File: src/rtl/fetch_pkg.sv
// Shared types and default widths for the instruction-fetch buffer.
package fetch_pkg;

    localparam int unsigned ADDR_W_DEF  = 8;
    localparam int unsigned INSTR_W_DEF = 8;

    typedef enum logic [1:0] {
        IDLE = 2'd0,
        WAIT = 2'd1,
        DROP = 2'd2
    } fetch_state_t;

    typedef struct packed {
        logic [ADDR_W_DEF-1:0]  pc;
        logic [INSTR_W_DEF-1:0] instr;
    } fetch_entry_t;

endpackage

File: src/rtl/fetch_fifo.sv
// In-order FIFO of {pc, instr} entries with a synchronous clear that overrides push/pop.
module fetch_fifo #(
    parameter  int unsigned DEPTH = 4,
    parameter  int unsigned WIDTH = 16,
    localparam int unsigned PTR_W = $clog2(DEPTH),
    localparam int unsigned CNT_W = PTR_W + 1
) (
    input  logic             clk,
    input  logic             reset,
    input  logic             push,
    input  logic [WIDTH-1:0] push_data,
    input  logic             pop,
    input  logic             clear,
    output logic [WIDTH-1:0] head,
    output logic [CNT_W-1:0] count,
    output logic             full,
    output logic             empty
);

    logic [WIDTH-1:0] mem_q [DEPTH];
    logic [WIDTH-1:0] mem_d [DEPTH];
    logic [PTR_W-1:0] wr_ptr_q, wr_ptr_d;
    logic [PTR_W-1:0] rd_ptr_q, rd_ptr_d;
    logic [CNT_W-1:0] count_q, count_d;
    logic             do_push;
    logic             do_pop;

    // Pointers wrap naturally because DEPTH is a power of two.
    always_comb begin
        mem_d    = mem_q;
        wr_ptr_d = wr_ptr_q;
        rd_ptr_d = rd_ptr_q;
        count_d  = count_q;
        do_push  = push && !clear;
        do_pop   = pop && !clear && !empty;
        if (clear) begin
            wr_ptr_d = '0;
            rd_ptr_d = '0;
            count_d  = '0;
        end else begin
            if (do_push) begin
                mem_d[wr_ptr_q] = push_data;
                wr_ptr_d        = wr_ptr_q + PTR_W'(1);
            end
            if (do_pop) begin
                rd_ptr_d = rd_ptr_q + PTR_W'(1);
            end
            count_d = count_q + CNT_W'(do_push) - CNT_W'(do_pop);
        end
    end

    always_ff @(posedge clk or negedge reset) begin
        if (!reset) begin
            for (int unsigned i = 0; i < DEPTH; i++) begin
                mem_q[i] <= '0;
            end
            wr_ptr_q <= '0;
            rd_ptr_q <= '0;
            count_q  <= '0;
        end else begin
            mem_q    <= mem_d;
            wr_ptr_q <= wr_ptr_d;
            rd_ptr_q <= rd_ptr_d;
            count_q  <= count_d;
        end
    end

    assign head  = mem_q[rd_ptr_q];
    assign count = count_q;
    assign full  = (count_q == CNT_W'(DEPTH));
    assign empty = (count_q == '0);

endmodule

File: src/rtl/fetch_buffer.sv
// Fetch responder: one outstanding memory read at a time, results queued in order,
// with a flush that discards queued entries and any in-flight read.
module fetch_buffer
    import fetch_pkg::*;
#(
    parameter int unsigned DEPTH   = 4,
    parameter int unsigned ADDR_W  = ADDR_W_DEF,
    parameter int unsigned INSTR_W = INSTR_W_DEF
) (
    input  logic               clk,
    input  logic               reset,
    input  logic               addr_valid,
    input  logic [ADDR_W-1:0]  addr,
    output logic               addr_ready,
    output logic               mem_req,
    output logic [ADDR_W-1:0]  mem_addr,
    input  logic               mem_ack,
    input  logic [INSTR_W-1:0] mem_rdata,
    output logic               instr_valid,
    output logic [INSTR_W-1:0] instr,
    output logic [ADDR_W-1:0]  instr_pc,
    input  logic               instr_ready,
    input  logic               flush
);

    localparam int unsigned ENTRY_W = ADDR_W + INSTR_W;
    localparam int unsigned CNT_W   = $clog2(DEPTH) + 1;

    fetch_state_t        state_q, state_d;
    logic                mem_req_q, mem_req_d;
    logic [ADDR_W-1:0]   mem_addr_q, mem_addr_d;
    logic                fifo_push;
    logic [ENTRY_W-1:0]  fifo_head;
    logic [CNT_W-1:0]    fifo_count;
    logic                fifo_full;
    logic                fifo_empty;
    logic                accept;

    assign addr_ready = (state_q == IDLE) && (fifo_count < CNT_W'(DEPTH)) && !flush;
    assign accept     = addr_valid && addr_ready;

    // A request cannot be withdrawn, so a flush mid-read parks in DROP until the ack.
    always_comb begin
        state_d    = state_q;
        mem_req_d  = mem_req_q;
        mem_addr_d = mem_addr_q;
        fifo_push  = 1'b0;
        case (state_q)
            IDLE: begin
                if (accept) begin
                    mem_addr_d = addr;
                    mem_req_d  = 1'b1;
                    state_d    = WAIT;
                end
            end
            WAIT: begin
                if (mem_ack) begin
                    fifo_push = !flush;
                    mem_req_d = 1'b0;
                    state_d   = IDLE;
                end else if (flush) begin
                    state_d = DROP;
                end
            end
            DROP: begin
                if (mem_ack) begin
                    mem_req_d = 1'b0;
                    state_d   = IDLE;
                end
            end
            default: begin
                mem_req_d = 1'b0;
                state_d   = IDLE;
            end
        endcase
    end

    always_ff @(posedge clk or negedge reset) begin
        if (!reset) begin
            state_q    <= IDLE;
            mem_req_q  <= 1'b0;
            mem_addr_q <= '0;
        end else begin
            state_q    <= state_d;
            mem_req_q  <= mem_req_d;
            mem_addr_q <= mem_addr_d;
        end
    end

    fetch_fifo #(
        .DEPTH (DEPTH),
        .WIDTH (ENTRY_W)
    ) u_fifo (
        .clk       (clk),
        .reset     (reset),
        .push      (fifo_push),
        .push_data ({mem_addr_q, mem_rdata}),
        .pop       (instr_ready),
        .clear     (flush),
        .head      (fifo_head),
        .count     (fifo_count),
        .full      (fifo_full),
        .empty     (fifo_empty)
    );

    // Acceptance is gated on space, so a push can never land on a full FIFO.
    assert property (@(posedge clk) disable iff (!reset) !(fifo_push && fifo_full));

    assign mem_req           = mem_req_q;
    assign mem_addr          = mem_addr_q;
    assign instr_valid       = !fifo_empty;
    assign {instr_pc, instr} = fifo_head;

endmodule

File: config.mk
export PLATFORM = sky130hd
export DESIGN_NAME = fetch_buffer
export DESIGN_NICKNAME = d
export VERILOG_FILES = /design/src/rtl/fetch_pkg.sv /design/src/rtl/fetch_fifo.sv /design/src/rtl/fetch_buffer.sv
export SDC_FILE = /design/constraint.sdc
export NUM_CORES = 1
export LEC_CHECK = 0
export BUFFER_PORTS_ARGS = -buffer_cell sky130_fd_sc_hd__clkbuf_2
export CORE_ASPECT_RATIO = 1.25
export CORE_MARGIN = 3
export CORE_UTILIZATION = 40
export CTS_CLUSTER_DIAMETER = 200
export CTS_CLUSTER_SIZE = 12
export DETAILED_ROUTE_END_ITERATION = 8
export PLACE_DENSITY_LB_ADDON = 0.08
export RECOVER_POWER = 25
export SLEW_MARGIN = 5
export SYNTH_ARGS = -nofsm -noshare
export SYNTH_HDL_FRONTEND = slang
export SYNTH_SLANG_ARGS = --single-unit
export TNS_END_PERCENT = 20
File: constraint.sdc
create_clock -name clk -period 2.5 [get_ports clk]
set_input_delay 0.5 -clock clk [delete_from_list [all_inputs] [get_ports clk]]
set_output_delay 0.5 -clock clk [all_outputs]
set_load 0.02 [all_outputs]
==> impl_metrics.json <==
{
  "clock_latency_ps": 330,
  "ys_top_cells_by_area": "dfrtp_1 (52%), mux2_4 (15%), mux2_2 (9.5%), mux4_2 (9.2%), ha_1 (3.2%)",
  "violations": "capacitance limit, slew limit",
  "power.leakage_nw": 2.34,
  "synth_cell_types": 29,
  "drt-initial-drc-count": 57,
  "syn_nets": 272,
  "synth.top_cell.area_share_pct": 52.5,
  "max_freq_ghz": 0.456,
  "yosysMostFrequentCell": "dfrtp_1",
  "vias": 2105,
  "netlist_area_um2": 3910,
  "grt_usage_pct": 14.9,
  "grt_first_pass_wirelength_mm": 12.1,
  "cts_buffers": 9,
  "crit_required_ps": 2710,
  "rows": 39,
  "synthesis.instances": 239,
  "place_congestion": 0.748,
  "core_area_um2": 9320,
  "p_per_area_nw_per_um2": 1240,
  "path_buf_inv": 2,
  "outcome": "complete, but fails checks",
  "crit_family": "adder cells",
  "ys_seq_area_share_pct": 52.5,
  "yosys_warnings": 0,
  "insertedDiodeCount": 0,
  "vdd_ir_drop_max_v": 0.000491,
  "crit_type": "flop to flop",
  "io_pins": 49,
  "cpPeakStageDelay_ps": 410,
  "period_minus_slack_ps": 2200,
  "final_area_um2": 4580,
  "end_kind": "flop",
  "synth-async-reset-ratio_pct": 100,
  "maxCapViolCount": 1,
  "tightest_slew_ps": 1520,
  "setup_viol": 0,
  "syn_area_per_cell_um2": 16.4,
  "final_antenna_net_count": 0,
  "port_buffers": 48,
  "post-cts-setup-buffers": 0,
  "synth_top_flop_cell": "dfrtp_1",
  "hold_viol_final": 0,
  "slew_viol_final": 26,
  "die-area_um2": 11000,
  "worstHoldPathType": "primary input to flop",
  "worst-path-max-fanout": 3,
  "tritoncts": "done",
  "cp.arrival_ps": 2410,
  "path_clk_slew_ps": 60,
  "viasPerCell": 5.00,
  "synth_seq_cells": 82,
  "clockBufferDepth": 2,
  "start_util_pct": 41.9,
  "worst_path_max_delay_cell": "dfrtp_1",
  "finish.utilization_pct": 49.1,
  "area_delta_synth_final_pct": 17.2,
  "maxSlewHeadroom_pct": -1.63,
  "setup-tns-final_ps": 0,
  "fin_crit_sh_pct": 87.8,
  "grt_pass1_vias": 2282,
  "fp.dieW_um": 94.4,
  "synthTopCellsByCount": "dfrtp_1 (82), mux2_4 (40), mux2_2 (33), mux4_2 (16), ha_1 (10)",
  "hpwl_mm": 4.68,
  "nets": 327,
  "cts_root_buf": "clkbuf_16",
  "post_cts_resized": 0,
  "rsz0062_at_grt": "no",
  "drc": 0,
  "antenna_found_initial": 0,
  "overflow": 0,
  "cts_sinks": 82,
  "routed_wl_mm": 7.19,
  "crit_chain": "or3_1, nand2_1, nor2_1, ha_1, inv_1, ha_1, inv_1, fa_1, xnor2_1, nor2_1",
  "die_h_um": 117,
  "h-tree-depth": 3,
  "grt_start_max_net_pins": 58,
  "dr.pass1.iters": 4,
  "drive_above_1_share_pct": 55.0,
  "finClkSkew_ps": 3.53,
  "synth-edff-count": 0,
  "post_dp_cell_area_um2": 4280,
  "wl_per_cell_um": 17.1,
  "start_kind": "flop",
  "cts_hold_buffers": 0,
  "synth_area_leader_cell": "dfrtp_1"
}
==> area by class of cell <==
class | count | area (um^2)
repair buffers | 54 | 297
clock inverters | 2 | 35.0
fillers | 808 | 4740
well taps | 123 | 154
flip-flops and latches | 82 | 2050
multi-input cells | 138 | 1740
inverters | 9 | 33.8
clock buffers | 13 | 270
==> cell usage in the layout, fill, tap and decap left out, drive strengths merged <==
| cell type | synthesis | final |
|---|---|---|
| dfrtp | 82 | 82 |
| mux2 | 73 | 73 |
| clkbuf | 1 | 61 |
| mux4 | 16 | 16 |
| ha | 10 | 10 |
| inv | 9 | 9 |
| nor2 | 8 | 8 |
| nand2 | 8 | 8 |
| buf | 9 | 6 |
| a21oi | 4 | 4 |
| xor2 | 3 | 3 |
| nand3 | 3 | 3 |
| xnor2 | 2 | 2 |
| o21ai | 2 | 2 |
| or3 | 1 | 1 |
| nor2b | 1 | 1 |
| nor3b | 1 | 1 |
| a2bb2oi | 1 | 1 |
| and2 | 1 | 1 |
| or3b | 1 | 1 |
| a22oi | 1 | 1 |
| nand2b | 1 | 1 |
| fa | 1 | 1 |
| bufinv | 0 | 1 |
| clkinv | 0 | 1 |
==> final timing paths <==
check,start,to,slack [ps],cells after the start
worst max-delay path,u_fifo.count[1],u_fifo.count[2],300,10
min in group asynchronous,reset,u_fifo.mem_q[49],540,1
worst min register to register,u_fifo.mem_q[3],u_fifo.mem_q[3],500,1
worst min-delay path,addr[6],mem_addr[6],400,2
max in group asynchronous,reset,u_fifo.mem_q[12],980,2
worst max register to register,u_fifo.count[1],u_fifo.count[2],300,10
==> worst register-to-register path: cells and delay by family (launching register included) <==
family / cells / cell delay, ps
adders and majority gates: 3 / 770
and+or+nand+nor: 4 / 630
buffers and inverters: 2 / 100
DFF: 1 / 410
xor gates and xnor gates: 1 / 170
==> stage by stage <==
step	hold WS, ps	setup slack, ps	total power, mW	instances
final	400	305	5.70	421
after CTS	91.5	279	5.80	421
after detailed placement	444	310	4.42	406
after floorplan	204	286	3.82	239
after global routing	400	216	6.07	421
after global placement	442	354	4.39	406
==> per-layer routing <==
metal	wire length, um	share of wire [%]	GRT usage [%]
met5	0	0	0
met4	138	1.9	7.51
met3	301	4.2	2.96
met2	3520	49	23.4
met1	3230	45	19.7
==> kinds of logic after synthesis <==
kind of cell / synth area share (%)
multiplexers: 34.1
buffers and inverters: 3.04
flip-flops: 52.5
adder cells (fa/ha/maj): 3.71
AND/OR/NAND/NOR: 4.35
AO/OA/AOI/OAI: 1.18
XOR/XNOR: 1.12
==> flip-flops by register name (all words and copies together) (netlist names) <==
name             flops
u_fifo.rd_ptr_q      2
u_fifo.wr_ptr_q      2
u_fifo.mem_q        64
u_fifo.count         3
mem_addr             8
mem_req              1
state_q              2
==> where the power goes <==
part | leakage (nW) | switching, mW | internal [mW]
sequential | 1.07 | 0.338 | 1.83
combinational | 1.11 | 1.02 | 1.18
clock | 0.152 | 0.485 | 0.848
Note: power is estimated with default switching activity, not from simulation.
